[config.mk]
export PLATFORM = sky130hd
export DESIGN_NAME = uart_rx_os16
export DESIGN_NICKNAME = d
export VERILOG_FILES = /design/src/rtl/uart_pkg.sv /design/src/rtl/uart_os_tick.sv /design/src/rtl/uart_rx_os16.sv
export SDC_FILE = /design/constraint.sdc
export NUM_CORES = 1
export LEC_CHECK = 0
export ABC_AREA = 1
export CORE_ASPECT_RATIO = 1.75
export CORE_MARGIN = 2
export CORE_UTILIZATION = 60
export CTS_CLUSTER_SIZE = 24
export DETAILED_ROUTE_END_ITERATION = 10
export PLACE_DENSITY = 0.83
export SLEW_MARGIN = 20
export SYNTH_ARGS = -nofsm -noshare
export SYNTH_HDL_FRONTEND = slang
export SYNTH_SLANG_ARGS = --single-unit
[constraint.sdc]
create_clock -name clk -period 2.7 [get_ports clk]
set_input_delay 0.54 -clock clk [delete_from_list [all_inputs] [get_ports clk]]
set_output_delay 0.54 -clock clk [all_outputs]
set_load 0.01 [all_outputs]
[src/rtl/uart_pkg.sv]
// rtl/uart_pkg.sv - shared types and constants for the 16x oversampled UART receiver
package uart_pkg;

    typedef enum logic [1:0] {
        IDLE  = 2'd0,
        START = 2'd1,
        DATA  = 2'd2,
        STOP  = 2'd3
    } rx_state_e;

    localparam logic [3:0] SMP_FIRST = 4'd7;
    localparam logic [3:0] SMP_MID   = 4'd8;
    localparam logic [3:0] SMP_LAST  = 4'd9;
    localparam logic [3:0] SMP_END   = 4'd15;

    function automatic int calc_tick_div(input int clock_freq, input int baud_rate);
        return clock_freq / (baud_rate * 16);
    endfunction

endpackage

[src/rtl/uart_os_tick.sv]
// rtl/uart_os_tick.sv - oversample tick divider with synchronous phase restart
module uart_os_tick #(
    parameter int TICK_DIV = 1
) (
    input  logic clk,
    input  logic rst,
    input  logic restart,
    output logic tick
);

    localparam int CW = (TICK_DIV > 1) ? $clog2(TICK_DIV) : 1;
    localparam logic [CW-1:0] LAST = CW'(TICK_DIV - 1);

    logic [CW-1:0] cnt_q;
    logic [CW-1:0] cnt_d;

    always_comb begin
        tick  = 1'b0;
        cnt_d = cnt_q;
        if (restart) begin
            cnt_d = '0;
        end else if (cnt_q == LAST) begin
            cnt_d = '0;
            tick  = 1'b1;
        end else begin
            cnt_d = cnt_q + CW'(1);
        end
    end

    always_ff @(posedge clk or posedge rst) begin
        if (rst) begin
            cnt_q <= '0;
        end else begin
            cnt_q <= cnt_d;
        end
    end

endmodule

[src/rtl/uart_rx_os16.sv]
// rtl/uart_rx_os16.sv - 8N1 UART receiver, 16x oversampling, 3-sample majority vote
module uart_rx_os16
    import uart_pkg::*;
#(
    parameter int CLOCK_FREQ = 12000000,
    parameter int BAUD_RATE  = 19200,
    parameter int OVERSAMPLE = 16,
    parameter int TICK_DIV   = calc_tick_div(CLOCK_FREQ, BAUD_RATE)
) (
    input  logic       clk,
    input  logic       rst,
    input  logic       rx,
    output logic [7:0] rdata,
    output logic       rvalid,
    input  logic       rready,
    output logic       frame_err,
    output logic       overrun,
    output logic       busy
);

    if (TICK_DIV < 1) begin : g_bad_tick_div
        $error("uart_rx_os16: TICK_DIV must be at least 1");
    end
    if (OVERSAMPLE != 16) begin : g_bad_oversample
        $error("uart_rx_os16: OVERSAMPLE must be 16");
    end

    logic       sync1_q;
    logic       rx_s_q;
    rx_state_e  state_q, state_d;
    logic [3:0] smp_cnt_q, smp_cnt_d;
    logic [2:0] bit_idx_q, bit_idx_d;
    logic [1:0] samp_q, samp_d;
    logic [7:0] shreg_q, shreg_d;
    logic [7:0] rdata_q, rdata_d;
    logic       rvalid_q, rvalid_d;
    logic       frame_err_q, frame_err_d;
    logic       overrun_q, overrun_d;
    logic       tick;
    logic       tick_restart;
    logic       vote;
    logic       mid_tick;
    logic       end_tick;

    uart_os_tick #(
        .TICK_DIV(TICK_DIV)
    ) u_tick (
        .clk    (clk),
        .rst    (rst),
        .restart(tick_restart),
        .tick   (tick)
    );

    // Third sample is taken live on the SMP_LAST tick so the vote is usable that same cycle.
    assign vote     = (samp_q[0] & samp_q[1]) | (samp_q[0] & rx_s_q) | (samp_q[1] & rx_s_q);
    assign mid_tick = tick && (smp_cnt_q == SMP_LAST);
    assign end_tick = tick && (smp_cnt_q == SMP_END);

    always_comb begin
        state_d      = state_q;
        smp_cnt_d    = smp_cnt_q;
        bit_idx_d    = bit_idx_q;
        samp_d       = samp_q;
        shreg_d      = shreg_q;
        rdata_d      = rdata_q;
        rvalid_d     = rvalid_q;
        frame_err_d  = 1'b0;
        overrun_d    = 1'b0;
        tick_restart = 1'b0;

        if (rvalid_q && rready) begin
            rvalid_d = 1'b0;
        end

        if (state_q != IDLE && tick) begin
            smp_cnt_d = smp_cnt_q + 4'd1;
            if (smp_cnt_q == SMP_FIRST) samp_d[0] = rx_s_q;
            if (smp_cnt_q == SMP_MID)   samp_d[1] = rx_s_q;
        end

        case (state_q)
            IDLE: begin
                smp_cnt_d = 4'd0;
                if (!rx_s_q) begin
                    state_d      = START;
                    tick_restart = 1'b1;
                end
            end
            START: begin
                if (mid_tick && vote) begin
                    state_d = IDLE;
                end else if (end_tick) begin
                    state_d   = DATA;
                    bit_idx_d = 3'd0;
                end
            end
            DATA: begin
                if (mid_tick) begin
                    shreg_d = {vote, shreg_q[7:1]};
                end
                if (end_tick) begin
                    if (bit_idx_q == 3'd7) begin
                        state_d = STOP;
                    end else begin
                        bit_idx_d = bit_idx_q + 3'd1;
                    end
                end
            end
            STOP: begin
                // Leave mid-stop-bit so a following start edge is not missed.
                if (mid_tick) begin
                    state_d = IDLE;
                    if (!vote) begin
                        frame_err_d = 1'b1;
                    end else if (rvalid_q && !rready) begin
                        overrun_d = 1'b1;
                    end else begin
                        rdata_d  = shreg_q;
                        rvalid_d = 1'b1;
                    end
                end
            end
            default: state_d = IDLE;
        endcase
    end

    always_ff @(posedge clk or posedge rst) begin
        if (rst) begin
            sync1_q     <= 1'b1;
            rx_s_q      <= 1'b1;
            state_q     <= IDLE;
            smp_cnt_q   <= 4'd0;
            bit_idx_q   <= 3'd0;
            samp_q      <= 2'b00;
            shreg_q     <= 8'h00;
            rdata_q     <= 8'h00;
            rvalid_q    <= 1'b0;
            frame_err_q <= 1'b0;
            overrun_q   <= 1'b0;
        end else begin
            sync1_q     <= rx;
            rx_s_q      <= sync1_q;
            state_q     <= state_d;
            smp_cnt_q   <= smp_cnt_d;
            bit_idx_q   <= bit_idx_d;
            samp_q      <= samp_d;
            shreg_q     <= shreg_d;
            rdata_q     <= rdata_d;
            rvalid_q    <= rvalid_d;
            frame_err_q <= frame_err_d;
            overrun_q   <= overrun_d;
        end
    end

    assign rdata     = rdata_q;
    assign rvalid    = rvalid_q;
    assign frame_err = frame_err_q;
    assign overrun   = overrun_q;
    assign busy      = (state_q != IDLE);

endmodule
==> flow_summary_export.csv <==
group,metric,value,unit
outcome,status,"complete, no violations",
setup_path,critPathKind,"register to output port",
global_routing,grt.overflow.total,0,
timing,setup_total_negative_slack,0,ns
detailed_routing,vias,1329,
timing,max_clock_freq,0.484,GHz
placement,hpwl_reported_at_the_end_of_detailed_placement,2400,um
setup_path,crit-reg2reg-capture,"bit_idx_q[1]",
detailed_routing,routed_wire_length_per_instance,13.1,um
die,initial_cell_density_of_the_core,0.624,
detailed_routing,drc_errors,0,
clock_tree,postCtsResizedCells,0,
global_routing,grt_start_max_net_pins,39,
synthesis,cell_area_after_synthesis,1810,um2
timing,post-route-min-period,2.07,ns
pwr,combinationalPowerShare,0.018,
die,die_w,45.5,um
synthesis,synth_nets,204,
setup_path,critical_path.startpoint_type,"register",
synthesis,synth_seq_area_share,0.528,
setup_path,worst-path-max-fanout,5,
setup_path,worst-endpoint-arrival,1.53,ns
clock_tree,worstSkewPairLatency,0.29,ns
clock_tree,tritoncts,"done",
clock_tree,clockBufferDepth,2,
finish,area_growth_syn_to_layout,14.8,%
pwr,power.internal,0.000783,W
pwr,ir_drop,396,uV
detailed_routing,drt_pre_antenna_iters,4,
finish,share_of_layout_cells_above_drive_strength_1,0.149,
clock_tree,cts_hold_buffers,0,
timing,worst-slew-pin-transition,0.453,ns
placement,dp_worst_setup_slack,0.957,ns
setup_path,rr_startpoint,"u_tick.cnt_q[0]",
die,die_area,3480,um2
placement,place.gp.congestion,0.741,
min_path,worstHoldStart,"sync1_q",
timing,post-route-worst-setup-slack,0.635,ns
setup_path,worst-r2r-setup-slack,0.92,ns
setup_path,cp-end-kind,"output port",
clock_tree,cts.reportedPaths.clkPinSlew,0.07,ns
finish,fin_nets,225,
timing,worst_clock_skew,0.00416,ns
die,placementRows,26,
global_routing,vias_in_the_first_global_route,1369,
die,die_y,76.6,um
synthesis,syn_avg_cell_area,9.35,um2
clock_tree,cts_inserted_buffers,5,
clock_tree,clock-sinks,38,
synthesis,postSynthRegisterBits,38,
synthesis,synth_cells,193,
pwr,power.static_leakage,0.994,nW
min_path,hold-path-cell-count,0,
job,cap_violations,0,
min_path,hold_path_end,"rx_s_q",
detailed_routing,detailedRoute.firstIterationViolations,28,
pwr,power.clock.fraction,0.403,
timing,timing.final.crit_share,0.765,
pwr,sequentialPowerShare,0.579,
timing,unrepaired_setup_endpoints_after_global_routing,"false",
detailed_routing,drt-vias-per-instance,5.47,
global_routing,antenna_violations_before_repair,0,
pwr,switching_power_share_of_the_total,0.208,
setup_path,cp_data_required_time,2.16,ns
die,ios,16,
pwr,power_per_cell_area,477,nW/um2
detailed_routing,residual_antenna_violating_net_count_after_detailed_routing,0,
die,fp.coreArea,2900,um2
pwr,net-switching-power,0.000206,W
timing,finalSetupViolations,0,
clock_tree,cts-root-buf,"sky130_fd_sc_hd__clkbuf_8",
synthesis,yosys.cell_types.count,28,
timing,hold_vio_cnt_final,0,
global_routing,grt_first_pass_wirelength,5620,um
clock_tree,htreeDepth,2,
placement,portBuffers,15,
synthesis,yosysWarningCount,0,
clock_tree,setup_buffers_after_cts,0,
min_path,hp-class,"register to register",
timing,final-max-slew-violation-count,0,
setup_path,worstRegToRegCells,11,
setup_path,crit_path_start,"state_q[0]",
global_routing,global_route_total_usage_across_every_layer,0.218,
detailed_routing,routed_wirelength,3190,um
finish,antenna-diode-count,0,
timing,max-slew-margin-rel,0.698,
[worst max-delay path by stage]
stage,end,slack [ns],cells past startpoint
CTS,busy,0.63,3
floorplan,rdata[7],1.16,10
global route,busy,0.54,3
detailed placement,busy,0.96,3
finish,busy,0.63,3
global placement,busy,0.99,3
[through the flow]
stage               total power [W]  cell area (um2)  hold slack, ns   util  std cells
floorplan                  0.000593             1810           0.345      -        193
global placement           0.000601             1980           0.346  0.685        235
detailed placement         0.000601             1980           0.349  0.685        235
CTS                        0.000994             2070           0.359  0.716        243
global route                0.00102             2070           0.365  0.716        243
finish                     0.000988             2070           0.360  0.716        243
[per-layer routing]
layer / routed length (um) / global-route usage
met5: 0 / 0
met4: 69 / 0.0971
met3: 118 / 0.0521
met2: 1830 / 0.386
met1: 1180 / 0.225
[cells in the mapped netlist]
cell	count	area, um2
sky130_fd_sc_hd__o21ai_1	11	55.1
sky130_fd_sc_hd__or2_2	1	6.26
sky130_fd_sc_hd__and3_1	1	6.26
sky130_fd_sc_hd__o21ai_0	7	35.0
sky130_fd_sc_hd__nand3_4	3	52.6
sky130_fd_sc_hd__nor3_1	2	10.0
sky130_fd_sc_hd__dfstp_2	2	52.6
sky130_fd_sc_hd__nor2_1	15	56.3
sky130_fd_sc_hd__nand2_2	3	18.8
sky130_fd_sc_hd__nor2_4	1	11.3
sky130_fd_sc_hd__xnor2_1	2	17.5
sky130_fd_sc_hd__inv_1	26	97.6
sky130_fd_sc_hd__nor3b_1	2	15.0
sky130_fd_sc_hd__buf_2	1	5.00
sky130_fd_sc_hd__nand3_1	6	30.0
sky130_fd_sc_hd__nand2_1	44	165
sky130_fd_sc_hd__nand4_1	2	12.5
sky130_fd_sc_hd__dfrtp_1	36	901
sky130_fd_sc_hd__o21ai_2	8	70.1
sky130_fd_sc_hd__xor2_1	1	8.76
sky130_fd_sc_hd__inv_2	4	15.0
sky130_fd_sc_hd__ha_1	7	87.6
sky130_fd_sc_hd__a31oi_1	1	6.26
sky130_fd_sc_hd__a21oi_1	2	10.0
sky130_fd_sc_hd__o22ai_1	2	12.5
sky130_fd_sc_hd__o21ai_4	1	16.3
sky130_fd_sc_hd__buf_6	1	11.3
sky130_fd_sc_hd__nor2_8	1	20.0
[power groups by stage]
stage / clock network [W] / registers [W] / logic [W]
after floorplan: 0 / 0.000583 / 0.00000948
after global placement: 0 / 0.000583 / 0.0000174
after detailed placement: 0 / 0.000583 / 0.0000183
after CTS: 0.000403 / 0.000572 / 0.0000184
after global routing: 0.000427 / 0.000572 / 0.0000205
final: 0.000398 / 0.000572 / 0.0000175
[critical path, stage by stage (launching register included)]
cell and delay, ns:
sky130_fd_sc_hd__dfrtp_1 0.42, sky130_fd_sc_hd__nor2_1 0.20, sky130_fd_sc_hd__inv_1 0.12, sky130_fd_sc_hd__clkdlybuf4s50_1 0.49
[area by class of cell]
type                    instances  area, um2
fillers                       212        822
well taps                      28       35.0
clock buffers                   7       86.3
inverters                      30        113
flip-flops and latches         38        953
multi-input cells             123        723
clock inverters                 1       5.00
repair buffers                 16        158
[cells by family after synthesis]
group           share of synthesized area
simple gates                        0.224
flops                               0.528
compound gates                      0.114
buf+inv                            0.0714
fa+ha+maj                          0.0485
xor+xnor                           0.0146
[registers in the layout (all words and copies together) (netlist names), named ones only]
| signal | cells |
|---|---|
| bit_idx_q | 3 |
| frame_err | 1 |
| overrun | 1 |
| rdata | 8 |
| rvalid | 1 |
| rx_s_q | 1 |
| samp_q | 2 |
| shreg_q | 8 |
| smp_cnt_q | 4 |
| state_q | 1 |
| sync1_q | 1 |
| u_tick.cnt_q | 6 |
[cells in the final DEF (no fill, tap or decap), types with 2 or more instances in the layout]
cell type / n
sky130_fd_sc_hd__a21oi_1: 2
sky130_fd_sc_hd__clkbuf_8: 6
sky130_fd_sc_hd__clkdlybuf4s50_1: 15
sky130_fd_sc_hd__dfrtp_1: 36
sky130_fd_sc_hd__dfstp_2: 2
sky130_fd_sc_hd__ha_1: 7
sky130_fd_sc_hd__inv_1: 26
sky130_fd_sc_hd__inv_2: 4
sky130_fd_sc_hd__nand2_1: 44
sky130_fd_sc_hd__nand2_2: 3
sky130_fd_sc_hd__nand3_1: 6
sky130_fd_sc_hd__nand3_4: 3
sky130_fd_sc_hd__nand4_1: 2
sky130_fd_sc_hd__nor2_1: 15
sky130_fd_sc_hd__nor3_1: 2
sky130_fd_sc_hd__nor3b_1: 2
sky130_fd_sc_hd__o21ai_0: 7
sky130_fd_sc_hd__o21ai_1: 11
sky130_fd_sc_hd__o21ai_2: 8
sky130_fd_sc_hd__o22ai_1: 2
sky130_fd_sc_hd__xnor2_1: 2
Power figures use the tool's default switching activity.
